`config.mk`:
```
export PLATFORM = sky130hd
export DESIGN_NAME = vend_dispenser
export DESIGN_NICKNAME = d
export VERILOG_FILES = /design/src/rtl/vend_dispenser.sv
export SDC_FILE = /design/constraint.sdc
export NUM_CORES = 1
export LEC_CHECK = 0
export CAP_MARGIN = 20
export CORE_AREA = 10 10 57 104
export DETAILED_ROUTE_END_ITERATION = 6
export DIE_AREA = 0 0 67 114
export MAX_ROUTING_LAYER = met4
export SLEW_MARGIN = 15
export SYNTH_ARGS = -nofsm -noshare
export SYNTH_HDL_FRONTEND = slang
export SYNTH_SLANG_ARGS = --single-unit
```
`constraint.sdc`:
```
create_clock -name clk -period 2.18 [get_ports clk]
set_input_delay 0.436 -clock clk [delete_from_list [all_inputs] [get_ports clk]]
set_output_delay 0.436 -clock clk [all_outputs]
set_load 0.005 [all_outputs]
```
`src/rtl/vend_dispenser.sv`:
```
// ---------------------------------------------------------------------------
// vend_dispenser
//
// Dispense controller for a vending machine. It takes vend requests from the
// upstream coin FSM, runs the dispense motor until the drop sensor sees the
// item, and keeps track of the stock level and the number of completed sales.
// If the motor runs too long without an item drop, the controller locks up in
// a terminal fault state until the next reset.
//
// Parameters
//   STOCK_INIT    : items loaded at reset and on refill (1..15)
//   MOTOR_TIMEOUT : longest motor run, in cycles, before a fault (2..255)
//
// Ports
//   clk        in   single clock, rising edge
//   rst        in   asynchronous active-high reset
//   vend_req   in   vend level from the coin FSM; each 0->1 edge is one request
//   motor_done in   item-drop sensor, high while the item is detected
//   refill     in   operator refill strobe (honoured only when idle)
//   motor_on   out  dispense motor drive (high exactly while dispensing)
//   busy       out  high in every state other than IDLE
//   sold_out   out  high when stock is zero
//   fault      out  sticky motor-timeout flag
//   stock      out  [3:0] remaining item count
//   vend_count out  [7:0] completed dispenses, wraps 255 -> 0
// ---------------------------------------------------------------------------
module vend_dispenser #(
  parameter int STOCK_INIT    = 8,
  parameter int MOTOR_TIMEOUT = 100
) (
  input  logic       clk,
  input  logic       rst,
  input  logic       vend_req,
  input  logic       motor_done,
  input  logic       refill,
  output logic       motor_on,
  output logic       busy,
  output logic       sold_out,
  output logic       fault,
  output logic [3:0] stock,
  output logic [7:0] vend_count
);

  typedef enum logic [1:0] {
    IDLE     = 2'd0,
    DISPENSE = 2'd1,
    RELEASE  = 2'd2,
    FAULT    = 2'd3
  } state_t;

  localparam logic [3:0] StockLoad   = 4'(STOCK_INIT);
  localparam logic [7:0] TimeoutLast = 8'(MOTOR_TIMEOUT - 1);

  state_t     state_q, state_d;
  logic [3:0] stock_q, stock_d;
  logic [7:0] count_q, count_d;
  logic [7:0] timer_q, timer_d;
  logic       pending_q, pending_d;
  logic       fault_q, fault_d;
  logic       motor_q, motor_d;
  logic       vend_prev_q;
  logic       reqEdge;
  logic       haveStock;

  // A request is the rising edge of the vend level relative to last cycle.
  assign reqEdge   = vend_req & ~vend_prev_q;
  assign haveStock = (stock_q != 4'd0);

  // Next-state logic for the dispense FSM and its datapath registers.
  // A refill in IDLE defers any simultaneous request by parking it in the
  // pending flag, so the new stock is visible before the motor starts.
  // In DISPENSE, motor_done is tested before the timeout so a drop seen on
  // the last allowed cycle still counts as a sale.
  always_comb begin
    state_d   = state_q;
    stock_d   = stock_q;
    count_d   = count_q;
    timer_d   = timer_q;
    pending_d = pending_q;
    fault_d   = fault_q;

    case (state_q)
      IDLE: begin
        if (refill) begin
          stock_d = StockLoad;
          if (reqEdge) begin
            pending_d = 1'b1;
          end
        end else if (pending_q) begin
          pending_d = 1'b0;
          if (haveStock) begin
            state_d = DISPENSE;
            timer_d = 8'd0;
          end
        end else if (reqEdge && haveStock) begin
          state_d = DISPENSE;
          timer_d = 8'd0;
        end
      end

      DISPENSE: begin
        if (reqEdge) begin
          pending_d = 1'b1;
        end
        timer_d = 8'(timer_q + 8'd1);
        if (motor_done) begin
          state_d = RELEASE;
          count_d = 8'(count_q + 8'd1);
          if (haveStock) begin
            stock_d = 4'(stock_q - 4'd1);
          end
        end else if (timer_q >= TimeoutLast) begin
          state_d = FAULT;
          fault_d = 1'b1;
        end
      end

      RELEASE: begin
        if (reqEdge) begin
          pending_d = 1'b1;
        end
        if (!motor_done) begin
          pending_d = 1'b0;
          if ((pending_q || reqEdge) && haveStock) begin
            state_d = DISPENSE;
            timer_d = 8'd0;
          end else begin
            state_d = IDLE;
          end
        end
      end

      FAULT: begin
        state_d = FAULT;
      end

      default: begin
        state_d = IDLE;
      end
    endcase

    motor_d = (state_d == DISPENSE);
  end

  // State register. Reset is asynchronous so the motor drops the instant
  // rst rises, abandoning any item in flight without touching stock.
  always_ff @(posedge clk or posedge rst) begin
    if (rst) begin
      state_q     <= IDLE;
      stock_q     <= StockLoad;
      count_q     <= 8'd0;
      timer_q     <= 8'd0;
      pending_q   <= 1'b0;
      fault_q     <= 1'b0;
      motor_q     <= 1'b0;
      vend_prev_q <= 1'b0;
    end else begin
      state_q     <= state_d;
      stock_q     <= stock_d;
      count_q     <= count_d;
      timer_q     <= timer_d;
      pending_q   <= pending_d;
      fault_q     <= fault_d;
      motor_q     <= motor_d;
      vend_prev_q <= vend_req;
    end
  end

  // Status outputs decoded only from registered state and stock.
  assign motor_on   = motor_q;
  assign busy       = (state_q != IDLE);
  assign sold_out   = (stock_q == 4'd0);
  assign fault      = fault_q;
  assign stock      = stock_q;
  assign vend_count = count_q;

endmodule

```
==> summary.md <==
| Metric | Value |
|---|---|
| Slew margin rel. | 0.658 |
| Max Freq | 494 MHz |
| Row Count | 34 |
| Met1 global-route usage | 0.0964 |
| Yosys top cell area share | 0.454 |
| Clock Latency Late Sink | 270 ps |
| Max FO, Critical Path | 3 |
| Number of max-cap violations | 0 |
| Cell mode on critical path | inv_2 |
| Worst Max-Slew Pin Slew | 513 ps |
| Async SR Flop Fraction | 1.00 |
| WL per Instance | 15.0 µm |
| Register bit total from synthesis | 26 |
| Worst Path Required | 1740 ps |
| CTS buffer count | 3 |
| Die Ht | 114 µm |
| Detailed Route Iter0 Violations | 35 |
| Combinational Power Share | 0.453 |
| Endpoint, Worst Hold | fault$_DFFE_PP0P_ |
| Crit path capture type | primary output |
| Synthesized Nets | 148 |
| Reg2reg path depth | 7 |
| RSZ-0062 raised after global routing | no |
| Post-route DRC | 0 |
| Worst path slowest cell | dfrtp_1 |
| Routed wire length | 3280 µm |
| All-Layer GR Usage | 0.0953 |
| Layout net count | 175 |
| H-tree levels | 1 |
| Top delay family on crit path | flip-flops |
| Max Root-Sink Buffers | 2 |
| Layout cells sized above 1 | 0.115 |
| Worst hold stages | 2 |
| Detailed-route via count | 1136 |
| Die ar. | 7640 µm² |
| Pleak | 0.000714 µW |
| Final setup vio count | 0 |
| P_sw | 808 µW |
| Worst hold start | fault$_DFFE_PP0P_ |
| PD cells | 1200 nW/µm² |
| Inst Count DP | 212 |
| Worst r2r dst | stock[0]$_DFFE_PP0P_ |
| Fin crit period | 2030 ps |
| Final Hold Vio Count | 0 |
| Hold WC Path Type | register to register |
| Fin cells | 219 |
| Seq pwr share | 0.411 |
| Worst r2r src | stock[0]$_DFFE_PP0P_ |
| Worst-path clk slew | 90 ps |
| Final Util | 0.402 |
| Initial core utilization | 0.321 |
| Synth area leaders | dfrtp_1 45%, xnor2_1 3.8%, ha_1 3.6%, mux2i_1 3.6%, nand2b_1 3.6% |
| Largest stage delay on the critical path | 410 ps |
| Synth unique cells | 42 |
| Vias in the first global route | 1209 |
| Grt peak-use layer | met2 |
| Met2 Use GR | 0.160 |
| Grt met3 use | 0.0196 |
| Commonest non-fill, non-tap cell in the layout | dfrtp_1 |
| Setup TNS | 0 ps |
| Commonest non-fill, non-tap cells in the layout | 25 x dfrtp_1, 19 x clkdlybuf4s50_1, 13 x nand2_1, 8 x nand3_1, 8 x nand2b_1 |
| CP Cell Sequence | inv_2 > ha_1 > or3b_4 > inv_2 > dlygate4sd2_1 |
| R2R Setup Slk | 410 ps |
| Critical Path AT | 1590 ps |
| ANT cells | 0 |
| Tcrit/Tclk final | 0.929 |
| Mapped Cells | 139 |
| Worst vdd ir | 0.000717 V |
| Total grt overflow | 0 |
| I/O pins | 21 |
| Largest net degree at the start of global routing | 27 |
| Leading area contributor after synthesis | dfrtp_1 |
| Synth Cell Area | 1380 µm² |
| Final Max Slew Viols | 0 |
| Sink Count | 26 |
| DP Wirelength | 2510 µm |
| Setup CP Type | register to primary output |
| Setup Skew | 2.13 ps |
| Post-synth EDFFs | 0 |
| Crit start category | register |
| Initial DRT Pass Iterations | 5 |
| Clock share of power | 0.136 |
| Port bufs | 20 |
| Final worst setup slack | 155 ps |
| Avg Inst Size Synth | 9.92 µm² |
| Area grow syn2layout | 25.2% |
| Die width | 67 µm |
| CORE AREA | 4300 µm² |
| Status | finished, final reports clean |
| Pre-CTS setup slack | 112 ps |
| First-pass GRT wire length | 5620 µm |
| Switching Fraction | 0.391 |
| CTS Root Cell | clkbuf_8 |
| Antenna violations before repair | 0 |
| Vias per cell | 5.19 |
| Internal power | 1260 µW |
| CP Buf/Inv Count | 3 |
| TritonCTS clock tree | built |
| Syn. warnings | 0 |
| Gp weighted congestion | 0.856 |
| Post-synth top flop | dfrtp_1 |
| Sequential area share after synthesis | 0.473 |
| Post-DRT Antenna Nets | 0 |
## area by class of cell
cell class                 instances  area [µm²]
fill                             451        2570
multi-input combinational         99         668
sequential                        26         652
timing repair buffer              26         256
tap                               54        67.6
clock buffer                       4        45.0
inverter                          10        37.5
## worst max path at each step
stage,startpoint,slack (ps),cells after the start,to
final,stock[0]$_DFFE_PP0P_,150,5,sold_out
after global routing,stock[0]$_DFFE_PP0P_,70,5,sold_out
after CTS,stock[0]$_DFFE_PP0P_,150,5,sold_out
after detailed placement,stock[0]$_DFFE_PP0P_,110,5,sold_out
after global placement,stock[0]$_DFFE_PP0P_,160,5,sold_out
after floorplan,stock[0]$_DFFE_PP0P_,460,7,stock[3]$_DFFE_PP1P_
## power groups by stage
| stage | registers (µW) | logic, µW | clock network [µW] |
|---|---|---|---|
| floorplan | 790 | 594 | 0 |
| global placement | 847 | 879 | 0 |
| detailed placement | 857 | 921 | 0 |
| CTS | 851 | 953 | 295 |
| global route | 886 | 1060 | 310 |
| finish | 850 | 937 | 281 |
## worst min-delay path, delay by kind of cell, from the launching register on
family	cells	cell delay [ps]
AOI/OAI and AO/OA	1	50
buffers and inverters	1	40
DFF	1	350
## sequential cells by signal, summed over array words and instances, names as in the netlist
name and count:
motor_on 1, timer_q 8, stock 4, vend_prev_q 1
state_q 2, pending_q 1, vend_count 8, fault 1
## timing repair
item,in CTS,in global routing
gates resized for setup,3,0
endpoints found under the setup margin,1,0
setup buffers,3,0
hold buffers,0,0
## synthesized netlist by cell type (2+ instances only)
cell      instances
a21oi_1           6
inv_1             9
nor2_1            5
o31ai_1           3
nand2b_1          8
nand2_1          13
a31oi_1           4
nor3b_1           2
dfrtp_1          25
ha_1              4
o211ai_1          2
nor2b_1           3
or4_1             4
o21ai_0           3
nand3_1           8
mux2i_1           5
xnor2_1           6
or3_1             2
o32ai_1           2
nand4_1           3
## cells by family (layout without fill, tap and decap cells)
family,count (synthesis),after routing,synth area share
simple gates,55,55,0.221
compound gates,27,27,0.138
flops,26,26,0.473
buf+inv,14,40,0.0426
xor+xnor,7,7,0.0445
mux,6,6,0.0445
fa+ha+maj,4,4,0.0363
## metal layers
layer	wire, µm	up-vias
met5	0	-
met4	97	0
met3	170	10
met2	1740	30
met1	1270	549
li1	-	547
## stage by stage
step | power [µW] | instance area (µm²) | hold WS (ps)
after CTS | 2100 | 1730 | 484
after global routing | 2260 | 1730 | 515
after global placement | 1730 | 1660 | 464
final | 2070 | 1730 | 474
after detailed placement | 1780 | 1660 | 462
after floorplan | 1380 | 1380 | 451
Power figures use the tool's default switching activity.
